`config.mk`:
```
export PLATFORM = sky130hd
export DESIGN_NAME = cdb_arbiter
export DESIGN_NICKNAME = d
export VERILOG_FILES = /design/src/rtl/cdb_arbiter.sv
export SDC_FILE = /design/constraint.sdc
export NUM_CORES = 1
export LEC_CHECK = 0
export BUFFER_PORTS_ARGS = -buffer_cell sky130_fd_sc_hd__clkbuf_2
export CAP_MARGIN = 5
export CORE_MARGIN = 5
export CORE_UTILIZATION = 47
export DETAILED_ROUTE_END_ITERATION = 8
export PLACE_DENSITY = 0.83
export SLEW_MARGIN = 25
export SYNTH_ARGS = -nofsm -noshare
export SYNTH_HDL_FRONTEND = slang
export SYNTH_SLANG_ARGS = --single-unit
```
`constraint.sdc`:
```
create_clock -name clk -period 5.3 [get_ports clk]
set_input_delay 0.265 -clock clk [delete_from_list [all_inputs] [get_ports clk]]
set_output_delay 0.265 -clock clk [all_outputs]
set_load 0.01 [all_outputs]
```
`src/rtl/cdb_arbiter.sv`:
```
// Common data bus arbiter: three write-back requesters (ALU, branch, LSBuf)
// each own one holding slot; one occupied slot per cycle is selected in
// round-robin order and broadcast through registered CDB outputs.
module cdb_arbiter #(
  parameter int TAG_W  = 4,
  parameter int DATA_W = 32
) (
  input  logic              clk,
  input  logic              rst,
  input  logic              flush,
  input  logic              alu_valid,
  input  logic [TAG_W-1:0]  alu_tag,
  input  logic [DATA_W-1:0] alu_data,
  output logic              alu_ready,
  input  logic              br_valid,
  input  logic [TAG_W-1:0]  br_tag,
  input  logic [DATA_W-1:0] br_data,
  output logic              br_ready,
  input  logic              lsb_valid,
  input  logic [TAG_W-1:0]  lsb_tag,
  input  logic [DATA_W-1:0] lsb_data,
  output logic              lsb_ready,
  output logic              cdb_valid,
  output logic [TAG_W-1:0]  cdb_tag,
  output logic [DATA_W-1:0] cdb_data,
  output logic [1:0]        cdb_src
);

  localparam int NREQ = 3;

  // Requester inputs gathered into arrays indexed 0=ALU, 1=BR, 2=LSB.
  logic [NREQ-1:0]   in_valid;
  logic [TAG_W-1:0]  in_tag  [NREQ];
  logic [DATA_W-1:0] in_data [NREQ];

  assign in_valid   = {lsb_valid, br_valid, alu_valid};
  assign in_tag[0]  = alu_tag;
  assign in_tag[1]  = br_tag;
  assign in_tag[2]  = lsb_tag;
  assign in_data[0] = alu_data;
  assign in_data[1] = br_data;
  assign in_data[2] = lsb_data;

  // Holding slots and round-robin pointer.
  logic [NREQ-1:0]   slot_v;
  logic [TAG_W-1:0]  slot_tag  [NREQ];
  logic [DATA_W-1:0] slot_data [NREQ];
  logic [1:0]        rr_ptr;

  // Arbitration results.
  logic              win_found;
  logic [1:0]        win_idx;
  logic [NREQ-1:0]   grant;
  logic [1:0]        next_rr;

  // Handshake qualifiers.
  logic [NREQ-1:0]   ready;
  logic [NREQ-1:0]   accept;
  logic [NREQ-1:0]   tag_nz;

  // Round-robin search starting at rr_ptr; first occupied slot wins.
  always_comb begin
    // NOTE: every always_comb output gets a default first so no path can
    // leave it unassigned and infer a latch.
    win_found = 1'b0;
    win_idx   = 2'd0;
    for (int k = 0; k < NREQ; k++) begin
      int idx;
      idx = int'(rr_ptr) + k;
      if (idx >= NREQ) idx = idx - NREQ;
      if (!win_found && slot_v[idx]) begin
        win_found = 1'b1;
        win_idx   = 2'(idx);
      end
    end
    grant   = win_found ? (NREQ'(1) << win_idx) : '0;
    next_rr = (win_idx == 2'd2) ? 2'd0 : win_idx + 2'd1;
  end

  // A slot can take a new result when empty or when it is being drained now.
  always_comb begin
    for (int i = 0; i < NREQ; i++) begin
      tag_nz[i] = (in_tag[i] != '0);
    end
    ready  = {NREQ{rst && !flush}} & (~slot_v | grant);
    accept = in_valid & ready;
  end

  assign alu_ready = ready[0];
  assign br_ready  = ready[1];
  assign lsb_ready = ready[2];

  // Control state and registered broadcast; reset beats flush beats normal.
  always_ff @(posedge clk) begin
    // NOTE: sequential state uses non-blocking assignments so every register
    // samples pre-edge values regardless of statement order.
    if (!rst) begin
      slot_v    <= '0;
      rr_ptr    <= 2'd0;
      cdb_valid <= 1'b0;
      cdb_tag   <= '0;
      cdb_data  <= '0;
      cdb_src   <= 2'd0;
    end else if (flush) begin
      slot_v    <= '0;
      rr_ptr    <= 2'd0;
      cdb_valid <= 1'b0;
    end else begin
      if (win_found) begin
        cdb_valid <= 1'b1;
        cdb_tag   <= slot_tag[win_idx];
        cdb_data  <= slot_data[win_idx];
        cdb_src   <= win_idx;
        rr_ptr    <= next_rr;
      end else begin
        cdb_valid <= 1'b0;
      end
      // A same-cycle refill of the granted slot keeps it occupied; tagFree
      // results are accepted but never occupy a slot.
      slot_v <= (slot_v & ~grant) | (accept & tag_nz);
    end
  end

  // Slot payload capture on a transfer carrying a real tag.
  always_ff @(posedge clk) begin
    // NOTE: payload storage is deliberately not reset; slot_v qualifies it,
    // so stale contents are never observed.
    for (int i = 0; i < NREQ; i++) begin
      if (accept[i] && tag_nz[i]) begin
        slot_tag[i]  <= in_tag[i];
        slot_data[i] <= in_data[i];
      end
    end
  end

endmodule

```
* Word level (Yosys, flattened, before mapping)
Memories as Yosys holds them, arrays and structs flattened. A register that Yosys moved wholly into a read port is not among the register bits.
Index checks and enable logic that the tools add are counted.
** Cells by class
- Shift-type cells :: 1
- Bitwise operators :: 10
- Reduce and logical (&&, ||, !) cells :: 16
- Eq/ne operators :: 1
- $add $sub $neg :: 6
- Multiplexer cells :: 27
- $lt $le $gt $ge :: 6
** Operators by type and width (count)
- $lt A32 B4 Y1 const B :: 3
- $mux W32 :: 3
- $mux W1 :: 16
- $and A3 B3 Y3 :: 4
- $reduce_bool A4 Y1 :: 3
- $mux W2 :: 4
- $sub A3 B2 Y4 const B :: 2
- $bmux W1 S2 :: 3
- $ge A3 B2 Y1 const B :: 2
- $logic_and A1 B1 Y1 :: 6
- $not A3 Y3 :: 2
- $or A3 B3 Y3 :: 2
- $logic_not A1 Y1 :: 5
- $add A2 B1 Y3 const B :: 1
- $add A2 B2 Y3 const B :: 1
- $mux W3 :: 1
- $shl A1 B2 Y3 const A :: 1
- $sub A2 B2 Y3 const B :: 1
- $add A2 B1 Y2 const B :: 1
- $eq A2 B2 Y1 const B :: 1
- $ge A2 B2 Y1 const B :: 1
- $not A1 Y1 :: 2
- $reduce_and A2 Y1 :: 1
- $reduce_or A2 Y1 :: 1
** Storage, ports and cells
- RAM bits :: 108
- Output and inout port bits :: 42
- Flip-flop bits (word level) :: 8
- Logic and storage cells :: 73
- Input bits :: 114
- Memories :: 2
** Memories
- slot_data :: depth 3, bits a word 32, rd ports 1, clocked after memory_dff 1, write ports 3, RTL line 47 : logic [DATA_W-1:0] slot_data [NREQ];
- slot_tag :: depth 3, bits a word 4, rd ports 1, clocked after memory_dff 1, write ports 3, RTL line 46 : logic [TAG_W-1:0] slot_tag [NREQ];

* Logic depth before layout (Yosys ltp)
Gate-level depths: netlist (run 1).
- Depth in word-level cells :: 20
- Depth in mapped cells :: 11
- Depth with buffers taken out :: 8

* Worst setup path after synthesis (run 1)
Ideal clock, no wire load.
- Path kind :: register to register
- Start :: register rr_ptr[0]
- End :: memory slot_data[2][0] (enable)
- Library setup time :: 482 ps
- Path buffers :: 1
- Period minus slack after synthesis :: 5034 ps
- Data required time :: 4818 ps
- Setup slack :: 266 ps
- Stages on the path, launching flop included :: 9
- Data arrival time :: 4553 ps
- Cells stage by stage :: dfxtp_1 > inv_1 > ha_1 > clkbuf_1 > o21ai_0 > a22oi_1 > nand2_2 > o21ai_0 > nor3b_1
** RTL lines
- start, declared :: RTL line 48 : logic [1:0] rr_ptr;
- start signal, assigned :: RTL line 114 : rr_ptr <= next_rr;
- end, declared :: RTL line 47

* Worst setup path in the final report (run 1)
- Start :: register rr_ptr[1]
- End :: register cdb_data[21], read port of slot_data
** Between the ends
- Cells in the longest elaborated chain, start to end :: 13
- Elaborated cells between the ends (all ways) :: 31
- Those cells by class :: add/sub: 5; order compare: 3; mux: 18; reduce/logical: 5
** RTL lines
- branches (longest 13 deep; another with $sub A3 B2 Y4)
- end, declared :: RTL line 25 : output logic [DATA_W-1:0] cdb_data,
Parallel ways; which one is timed is not known. The select of a mux whose other input is x is not followed.
A chain may end at the register's enable or synchronous reset.

==> results of run 1 <==
per-stage QoR:
step / hold slack (ns) / area [um2]
final: 0.0108 / 7590
after global routing: -0.00381 / 7590
after CTS: 0.000117 / 7480
after detailed placement: 0.444 / 6750
after global placement: 0.442 / 6710
after floorplan: 0.364 / 5790
routing by layer:
| metal | vias up | GRT usage (%) | wire, um | share of wire [%] |
|---|---|---|---|---|
| met5 | - | 0 | 13 | 0.091 |
| met4 | 2 | 7.79 | 356 | 2.5 |
| met3 | 33 | 7.46 | 1330 | 9.4 |
| met2 | 188 | 33.1 | 7230 | 51 |
| met1 | 1844 | 21.4 | 5300 | 37 |
| li1 | 1762 | - | - | - |
cells in the final DEF (no fill, tap or decap), types with 6 or more instances in the layout:
cell type / count
dfxtp_1: 44
clkinv_4: 6
inv_1: 7
edfxtp_1: 108
clkbuf_2: 155
o21ai_0: 7
clkbuf_16: 18
mux2_2: 36
and2_1: 40
dlygate4sd3_1: 24
nor2_1: 7
a221o_1: 36
buf_4: 6
kinds of logic after synthesis:
kind of cell | synth area share (%)
flip-flops | 71.2
AND/OR/NAND/NOR | 7.15
AO/OA/AOI/OAI | 9.96
multiplexers | 8.21
buffers and inverters | 2.59
adder cells (fa/ha/maj) | 0.864
what timing repair did:
item / CTS / global route
endpoints found under the hold margin: 13 / 11
setup buffers: 0 / 0
hold buffers: 13 / 11
state kept, by name (all words and copies together) (netlist names):
register and flops:
cdb_src 2, cdb_data 32, rr_ptr 2, slot_v 3, cdb_valid 1, cdb_tag 4, slot_data 96, slot_tag 12
area by class of cell:
cell class / instances / share of cell area, %
Multi-Input combinational cell: 180 / 20.3
Clock buffer: 19 / 6.12
Timing Repair Buffer: 186 / 14.3
Sequential cell: 152 / 54.4
Inverter: 7 / 0.346
Tap cell: 168 / 2.77
Clock inverter: 13 / 1.76
power groups by stage:
stage | Clock [mW] | Combinational, mW | Sequential [mW]
final | 1.20 | 0.310 | 1.36
after global routing | 1.27 | 0.335 | 1.37
after CTS | 1.21 | 0.305 | 1.36
after detailed placement | 0 | 0.295 | 1.38
after global placement | 0 | 0.281 | 1.38
after floorplan | 0 | 0.161 | 1.40
worst max path at each step:
stage,slack [ns],to,startpoint,cells past startpoint
after floorplan,0.27,slot_data[2][0],rr_ptr[0],8
after global routing,1.71,cdb_data[21],rr_ptr[1],9
after detailed placement,1.97,cdb_data[21],rr_ptr[1],9
after global placement,2.12,cdb_tag[3],rr_ptr[1],7
after CTS,1.94,cdb_data[21],rr_ptr[1],9
final,1.92,cdb_data[21],rr_ptr[1],9
==> summary.md, run 1 <==
| Metric | Value |
|---|---|
| Outcome | `completed` |
| Yosys cell types | `between 40 and 50` |
| Footprint of the multi-input gates | `between 1500 and 2000 um2` |
| Logic pwr share | `10.8%` |
| CP Class | `reg2reg` |
| Clock root cell | `clkbuf_16` |
| Total CTS buffers | `17` |
| Cell Pwr Density | `between 300 and 400 nW/um2` |
| Unrepaired setup endpoints after global routing | `false` |
| Insertion delay to the later sink of the worst-skew pair | `0.43 ns` |
| Post-route ant nets | `0` |
| Worst Setup Start Kind | `register` |
| Die height | `121 um` |
| CTS tree | `yes` |
| Max-Cap Viols | `0` |
| Tot Pwr | `2.87 mW` |
| Share of layout cells above drive strength 1 | `between 40 and 50%` |
| Post-Syn Instances | `roughly 360` |
| Relative max-transition margin | `between 30% and 40%` |
| Clock power share | `41.7%` |
| Clock Sinks | `152` |
| WL final | `14200 um` |
| Max H-tree Level | `4` |
| CP bufs+invs | `2` |
| Yosys top cell by area | `edfxtp_1` |
| Min-Delay Path Class | `in2reg` |
| Synth area leaders | `edfxtp_1 56%, dfxtp_1 15%, mux2_2 7.0%` |
| Worst clock skew | `0.0141 ns` |
| Most frequent cell on the critical path | `mux2_4` |
| Worst Path Max Fanout | `24` |
| Leak | `3.04 nW` |
| Top cells by count, synth | `108 x edfxtp_1, 44 x dfxtp_1, 40 x and2_1` |
| Final nets | `662` |
| Initial core utilization | `about half` |
| Core Box Area | `12100 um2` |
| Cell Count, Final, Fillers Out | `725` |
| Pin count of the biggest net entering global routing | `38` |
| DR iter-0 viols | `281` |
| Die area | `14600 um2` |
| DP HPWL | `about 9100 um` |
| I/O pin cnt | `~160` |
| Power Internal | `2.18 mW` |
| Sequential-to-total area share from yosys stat | `between 70 and 80%` |
| WP data arrival | `3.75 ns` |
| Global-route wire length before repair | `21100 um` |
| TritonRoute pass-1 iters | `6` |
| Vias in the first global route | `4081` |
| Initial antenna violation count | `1` |
| Cells after DPL | `669` |
| GPL Wtd Cong | `0.801` |
| Synth Net Count | `473` |
| Register area | `4120 um2` |
| CP top delay family | `compound AO/OA/AOI/OAI gates` |
| Hold path endpoint | `slot_data[1][0]` |
| Post-synth EDFFs | `108` |
| CTS resizes | `0` |
| Wire per inst | `19.6 um` |
| Fin crit period | `3.38 ns` |
| Total Routing Usage GR | `19.3%` |
| Seq cells post-synth | `152` |
| Hold Crit Depth | `1` |
| Area Overhead vs Synth | `31.0%` |
| Final WS setup | `1.92 ns` |
| Chip Width | `121 um` |
| Yosys warnings | `0` |
| Slew @ Worst Pin | `1.00 ns` |
| Critical-path cell list | `inv_1 > ha_1 > mux2_4 > mux2_4 > nor4_1 > o21a_1 > buf_4 > and2_1 > a221o_1` |
| Final core occ | `62.9%` |
| FF-to-FF Start | `rr_ptr[1]` |
| Reg-to-reg setup timing slack | `1.92 ns` |
| Syn Area/Cell | `16.3 um2` |
| Top-count cell post-synth | `edfxtp_1` |
| Sw Pwr | `between 0.6 and 0.7 mW` |
| Data required time of the worst path | `5.67 ns` |
| Clock Path Buffers | `2` |
| Hold_sp | `br_data[0]` |
| Rows | `40` |
| ANT cells | `0` |
| R2R cell count | `9` |
| Post-Place Worst Slack | `1.97 ns` |
| Grt ovf | `0` |
| Port Buffers | `155` |
| Slew Viols, Final | `0` |
| Filler cell count | `877` |
| Crit share post-route | `63.8%` |
| Net Sw Frac | `23.9%` |
| Critical path's slowest cell | `o21a_1` |
| Area fraction of the dominant cell type after synthesis | `56.0%` |
| Mapped Area | `5790 um2` |
| Post-synth top flop | `edfxtp_1` |
| Reg power frac | `47.4%` |
| DRC errors left | `0` |
| Register clock-pin slew on the reported worst setup and hold paths | `roughly 0.07 ns` |
| Fmax achieved | `296 MHz` |
| Fin. Hold Viols | `0` |
| Setup-failing EPs final | `0` |
| R2R Path End | `cdb_data[21]` |
| Largest stage delay on the critical path | `between 0.7 and 0.8 ns` |
| Peak VDD IR | `294 uV` |
| Via density | `~5.3` |
| Ys async rst share | `0%` |
| Setup Total Neg Slack | `0 ns` |
| Vias | `3829` |
| CP endpoint kind | `register` |
No activity file was read; power rests on OpenSTA's default activity.
==> run 2, diff against run 1 <==
- ABC_AREA: default -> 1
- CORE_UTILIZATION: 47 -> 48
- PLACE_DENSITY: 0.83 -> 0.84
- clock period: 5.3 -> 2.8 ns (I/O delays scaled with it)
==> summary.md, run 2 <==
| Metric | Value |
|---|---|
| Area Overhead vs Synth | `44.5%` |
| Port Buffers | `155 (unchanged)` |
| Via density | `5.17 (-2.1%)` |
| DRC errors left | `0 (unchanged)` |
| Power Internal | `5.45 mW (+150%)` |
| DP HPWL | `10800 um (+18%)` |
| Final WS setup | `0.248 ns (-1.67 ns)` |
| Peak VDD IR | `596 uV (+100%)` |
| Post-synth EDFFs | `108 (unchanged)` |
| Post-Syn Instances | `565 (+59%)` |
| Share of layout cells above drive strength 1 | `28.5% (-15 points)` |
| Initial core utilization | `49.0% (+0.98 points)` |
| CP Class | `reg2out` |
| Top-count cell post-synth | `nand2_1` |
| Vias in the first global route | `5477 (+34%)` |
| Syn Area/Cell | `10.9 um2 (-33%)` |
| Worst Setup SP | `rr_ptr[1]` |
| Total Routing Usage GR | `24.9% (+5.7 points)` |
| Unrepaired setup endpoints after global routing | `false` |
| Pin count of the biggest net entering global routing | `48 (+26%)` |
| Yosys cell types | `25 (-43%)` |
| I/O pin cnt | `156 (unchanged)` |
| Data required time of the worst path | `2.66 ns (-3.01 ns)` |
| FF-to-FF Start | `rr_ptr[1]` |
| Ys async rst share | `0% (unchanged)` |
| Relative max-transition margin | `40.4% (+7.3 points)` |
| Post-CTS Setup Inserts | `0 (unchanged)` |
| Worst clock skew | `0.00597 ns (-0.00813 ns)` |
| Chip Width | `123 um (+2.1%)` |
| Wire per inst | `17.7 um (-9.7%)` |
| Yosys warnings | `0 (unchanged)` |
| Final nets | `954 (+44%)` |
| Rows | `41 (+2.5%)` |
| Post-Place Worst Slack | `0.286 ns (-1.68 ns)` |
| Slew @ Worst Pin | `0.883 ns (-0.119 ns)` |
| Max H-tree Level | `4 (unchanged)` |
| Synth area leaders | `edfxtp_1 52%, dfxtp_1 14%, nand2_1 6.9%` |
| Clock Path Buffers | `2 (unchanged)` |
| TritonRoute pass-1 iters | `5 (-1)` |
| Area fraction of the dominant cell type after synthesis | `52.5% (-3.5 points)` |
| DR iter-0 viols | `378 (+35%)` |
| Total CTS buffers | `17 (unchanged)` |
| Clock power share | `28.5% (-13 points)` |
| Most frequent cells in the layout | `155 x clkbuf_2, 112 x nand2_1, 109 x dlygate4sd3_1, 108 x edfxtp_1, 52 x nand3_1` |
| Die height | `123 um (+2.1%)` |
| Final core occ | `70.8% (+7.9 points)` |
| Logic pwr share | `36.6% (+26 points)` |
| Max FFs per register | `96 (unchanged)` |
| Seq cells post-synth | `152 (unchanged)` |
| Vias | `5293 (+38%)` |
| Largest regs | `slot_data (96), cdb_data (32), slot_tag (12)` |
| Fin. Hold Viols | `0 (unchanged)` |
| Leak | `4.04 nW (+33%)` |
| Post-route ant nets | `0 (unchanged)` |
| Fmax achieved | `392 MHz` |
| Mapped Area | `6180 um2 (+6.8%)` |
| Sequential-to-total area share from yosys stat | `66.7% (-4.5 points)` |
| Setup Total Neg Slack | `0 ns (unchanged)` |
| Outcome | `completed` |
| Min-Delay Path Class | `in2reg` |
| Clock Sinks | `152 (unchanged)` |
| Reg-to-reg setup timing slack | `0.40 ns (-1.52 ns)` |
| Filler cell count | `860 (-1.9%)` |
| Commonest non-fill, non-tap cell in the layout | `clkbuf_2` |
| GPL Wtd Cong | `0.872 (+8.9%)` |
| WL final | `18100 um (+27%)` |
| Register clock-pin slew on the reported worst setup and hold paths | `0.06 ns (about the same)` |
| Worst Setup Start Kind | `register` |
| Max-Cap Viols | `0 (unchanged)` |
| Core Box Area | `12600 um2 (+4.6%)` |
| Cell Pwr Density | `949 nW/um2 (+150%)` |
| Slew Viols, Final | `0 (unchanged)` |
| Synth Net Count | `683 (+44%)` |
| Hold_sp | `br_valid` |
| Sw Pwr | `3.03 mW (+340%)` |
| Top cells by count, synth | `114 x nand2_1, 108 x edfxtp_1, 53 x nand3_1` |
| Grt ovf | `0 (unchanged)` |
| Net Sw Frac | `35.7% (+12 points)` |
| WP data arrival | `2.41 ns (-1.34 ns)` |
| Setup-failing EPs final | `0 (unchanged)` |
| Die area | `15200 um2 (+4.2%)` |
| Insertion delay to the later sink of the worst-skew pair | `0.43 ns (about the same)` |
| Fin crit period | `2.55 ns` |
| Reg power frac | `35.0% (-12 points)` |
| CP endpoint kind | `primary output` |
| Clock root cell | `clkbuf_16` |
| Global-route wire length before repair | `27900 um (+32%)` |
| Post-synth top flop | `edfxtp_1` |
| Crit share post-route | `91.1%` |
| CTS tree | `yes` |
| Initial antenna violation count | `2 (+1)` |
| Yosys top cell by area | `edfxtp_1` |
| Worst Path Max Fanout | `6 (-75%)` |
| Biggest register | `slot_data` |
==> run 2: changes by cell type in the layout (fill, tap and decap cells not counted), sizes merged, moves of 38 or more <==
cell / delta
nand2: +112
inv: +43
and2: -40
a21oi: +45
nand3: +71
dlygate4sd3: +85
mux2: -38
==> run 2: final timing paths <==
path / end / cells after the start
worst max-delay path: lsb_ready / 16
worst min-delay path: slot_v[1] / 3
worst max register to register: slot_data[1][9] / 14
worst min register to register: cdb_data[4] / 2
==> run 2: routing by layer <==
layer  routed length, um  global-route usage [%]
met5                   0                       0
met4                 822                    13.8
met3                1220                    6.22
met2                9330                    42.8
met1                6780                    28.3
==> run 2: power by group through the flow <==
stage / Combinational (mW) / Sequential, mW / Clock, mW
2_1_floorplan: 2.01 / 3.10 / 0
3_3_place_gp: 2.83 / 2.98 / 0
3_5_place_dp: 2.89 / 3.00 / 0
4_1_cts: 3.03 / 2.96 / 2.42
5_1_grt: 3.45 / 2.99 / 2.52
6_report: 3.10 / 2.96 / 2.41
==> run 2: stage by stage <==
step / instance area, um2 / cells / total power [mW] / hold slack [ns]
global placement: 7180 / 880 / 5.81 / 0.319
global route: 8930 / 1023 / 8.97 / 0.0886
finish: 8940 / 1024 / 8.48 / 0.0727
CTS: 8890 / 1021 / 8.41 / 0.0835
floorplan: 6200 / 565 / 5.11 / 0.239
detailed placement: 7180 / 880 / 5.90 / 0.319
==> run 2: timing repair <==
item / 4_1_cts / 5_1_grt
hold endpoints to repair: 109 / 0
hold buffers: 109 / 0
setup endpoints to repair: 0 / 4
resized for setup: 0 / 8
==> run 2: cell families (layout without fill, tap and decap cells) <==
group | count (synthesis) | after routing | share of synthesized area (%)
and+or+nand+nor | 262 | 262 | 20.7
DFF | 152 | 152 | 66.7
buffers and inverters | 87 | 371 | 6.64
AOI/OAI and AO/OA | 60 | 60 | 5.10
adders and majority gates | 4 | 4 | 0.810
other | 0 | 3 | 0
==> run 2: layout make-up <==
class                           count  area, um2  share of cell area (%)
Clock buffer                       22        474                    5.31
Multi-Input combinational cell    326       1710                    19.1
Sequential cell                   152       4120                    46.1
Clock inverter                     10        148                    1.65
Inverter                           55        206                    2.31
Timing Repair Buffer              284       2050                    23.0
Tap cell                          172        215                    2.41
Antenna cell                        3       7.51                  0.0840
==> run 2: critical path: stages, from the launching register on <==
cell,delay (ns)
dfxtp_1,0.39
inv_1,0.10
ha_2,0.22
inv_1,0.10
nand2_1,0.08
nand2_1,0.07
nand2_2,0.06
nand2_4,0.11
inv_2,0.05
nand2_1,0.09
nand3_4,0.11
nand2_4,0.07
nand2_1,0.04
nand2_1,0.07
nand2_1,0.11
inv_1,0.14
clkbuf_2,0.15
==> run 3, diff against run 2 <==
- RECOVER_POWER: default -> 25
==> summary.md, run 3 (synthesis results as in run 2) <==
| Metric | Value |
|---|---|
| TritonRoute pass-1 iters | `5 (unchanged)` |
| CTS tree | `yes` |
| Crit share post-route | `91.3% (+0.17 points)` |
| Initial antenna violation count | `2 (unchanged)` |
| Leak | `3.98 nW (-1.3%)` |
| CP endpoint kind | `primary output` |
| Rows | `41 (unchanged)` |
| FF-to-FF Start | `rr_ptr[1]` |
| Global-route wire length before repair | `27900 um (unchanged)` |
| Outcome | `completed` |
| Slew @ Worst Pin | `0.906 ns (+0.0234 ns)` |
| Largest stage delay on the critical path | `0.39 ns (about the same)` |
| Grt ovf | `0 (unchanged)` |
| Clock root cell | `clkbuf_16` |
| Total Routing Usage GR | `24.9% (unchanged)` |
| Cell Pwr Density | `952 nW/um2 (+0.27%)` |
| Peak VDD IR | `597 uV (+0.22%)` |
| Largest regs | `slot_data (96), cdb_data (32), slot_tag (12)` |
| Fmax achieved | `391 MHz (-0.19%)` |
| Post-route ant nets | `0 (unchanged)` |
| Worst clock skew | `0.00631 ns (+0.000342 ns)` |
| Final WS setup | `0.244 ns (-0.00481 ns)` |
| Chip Width | `123 um (unchanged)` |
| Die height | `123 um (unchanged)` |
| Initial core utilization | `49.0% (unchanged)` |
| CP Class | `reg2out` |
| Pin count of the biggest net entering global routing | `48 (unchanged)` |
| Critical path's slowest cell | `dfxtp_1` |
| Min-Delay Path Class | `in2reg` |
| Worst Path Max Fanout | `6 (unchanged)` |
| Clock Sinks | `152 (unchanged)` |
| Fin. Hold Viols | `0 (unchanged)` |
| DP HPWL | `10800 um (unchanged)` |
| Data required time of the worst path | `2.66 ns (about the same)` |
| Core Box Area | `12600 um2 (unchanged)` |
| Final nets | `954 (unchanged)` |
| Worst Setup SP | `rr_ptr[1]` |
| Total CTS buffers | `17 (unchanged)` |
| Setup Total Neg Slack | `0 ns (unchanged)` |
| Share of layout cells above drive strength 1 | `26.5% (-2.0 points)` |
| Relative max-transition margin | `38.8% (-1.6 points)` |
| Post-CTS Setup Inserts | `0 (unchanged)` |
| Post-Place Worst Slack | `0.286 ns (unchanged)` |
| Insertion delay to the later sink of the worst-skew pair | `0.43 ns (about the same)` |
| Max H-tree Level | `4 (unchanged)` |
| Worst Setup Start Kind | `register` |
| Vias | `5303 (+0.19%)` |
| Max FFs per register | `96 (unchanged)` |
| Most frequent cells in the layout | `138 x clkbuf_2, 112 x nand2_1, 109 x dlygate4sd3_1, 108 x edfxtp_1, 52 x nand3_1` |
| Biggest register | `slot_data` |
| Die area | `15200 um2 (unchanged)` |
| Worst hold margin | `0.0825 ns (+0.00982 ns)` |
| GPL Wtd Cong | `0.872 (unchanged)` |
| Clock Path Buffers | `2 (unchanged)` |
| Register clock-pin slew on the reported worst setup and hold paths | `0.06 ns (about the same)` |
| Most frequent cell on the critical path | `nand2_1` |
| Wire per inst | `17.8 um (+0.26%)` |
| Critical-path cell list | `inv_1 > ha_2 > inv_1 > nand2_1 > nand2_1 > nand2_2 > nand2_4 > inv_2 > nand2_1 > nand3_4 > nand2_4 > nand2_1 > nand2_1 > nand2_1 > inv_1 > clkbuf_2` |
| Vias in the first global route | `5477 (unchanged)` |
| Fin crit period | `2.56 ns (+0.00481 ns)` |
| Commonest non-fill, non-tap cell in the layout | `clkbuf_2` |
| DR iter-0 viols | `393 (+4.0%)` |
| Hold_sp | `br_valid` |
| Slew Viols, Final | `0 (unchanged)` |
| Area Overhead vs Synth | `44.2%` |
| Unrepaired setup endpoints after global routing | `false` |
| WL final | `18200 um (+0.26%)` |
| Max-Cap Viols | `0 (unchanged)` |
| Setup-failing EPs final | `0 (unchanged)` |
| DRC errors left | `0 (unchanged)` |
| Via density | `5.18 (+0.19%)` |
| CP bufs+invs | `5 (unchanged)` |
| Port Buffers | `155 (unchanged)` |
| I/O pin cnt | `156 (unchanged)` |
| CP top delay family | `simple AND/OR/NAND/NOR gates` |
| WP data arrival | `2.42 ns (about the same)` |
-- run 3: cell counts in the layout (fill, tap and decap cells not counted) --
No cell type changed its count.
-- run 3: final cells by class --
class / instances / area (um2)
well taps: 172 / 215
diodes: 3 / 7.51
fillers: 873 / 3700
clock buffers: 22 / 474
multi-input cells: 326 / 1710
flip-flops and latches: 152 / 4120
clock inverters: 10 / 148
inverters: 55 / 206
repair buffers: 284 / 2030
-- run 3: path summary, 6_finish.rpt --
check               endpoint  slack (ns)  depth (start not counted)
max                lsb_ready        0.24                         16
min                slot_v[1]        0.08                          3
max reg2reg  slot_data[1][2]        0.39                         14
min reg2reg       cdb_src[1]        0.50                          2
-- run 3: power by group --
group | total, mW | internal [mW] | switching, mW | leakage (nW)
sequential | 2.96 | 2.77 | 0.191 | 1.35
combinational | 3.11 | 1.13 | 1.98 | 2.33
clock | 2.41 | 1.55 | 0.862 | 0.309
-- run 3: routing by layer --
| metal | GRT usage, % | vias up | wire [um] |
|---|---|---|---|
| li1 | - | 2489 | - |
| met1 | 28.3 | 2483 | 6930 |
| met2 | 42.8 | 258 | 9300 |
| met3 | 6.22 | 73 | 1100 |
| met4 | 13.8 | 0 | 862 |
| met5 | 0 | - | 0 |
-- run 3: what timing repair did --
item                                    CTS  global route
endpoints found under the setup margin    0             4
hold buffers                            109             0
endpoints found under the hold margin   109             0
gates resized for setup                   0             8
-- run 3: through the flow --
stage	area, um2	std cells	power, mW	util (%)
after detailed placement	7180	880	5.90	56.9
after global placement	7180	880	5.81	56.9
after global routing	8910	1023	8.96	70.6
after CTS	8890	1021	8.41	70.5
final	8910	1024	8.48	70.6
after floorplan	6200	565	5.11	-
-- run 3: worst register-to-register path: stages (launching register included) --
cell and delay, ns:
dfxtp_1 0.39, inv_1 0.10, ha_2 0.22, inv_1 0.10, nand2_1 0.08, nand2_1 0.07
nand2_2 0.06, nand2_4 0.11, nand3_1 0.15, nand3_4 0.12, nand3_1 0.12, nand2_1 0.10
nand2_1 0.10, nor2_4 0.15, buf_12 0.21
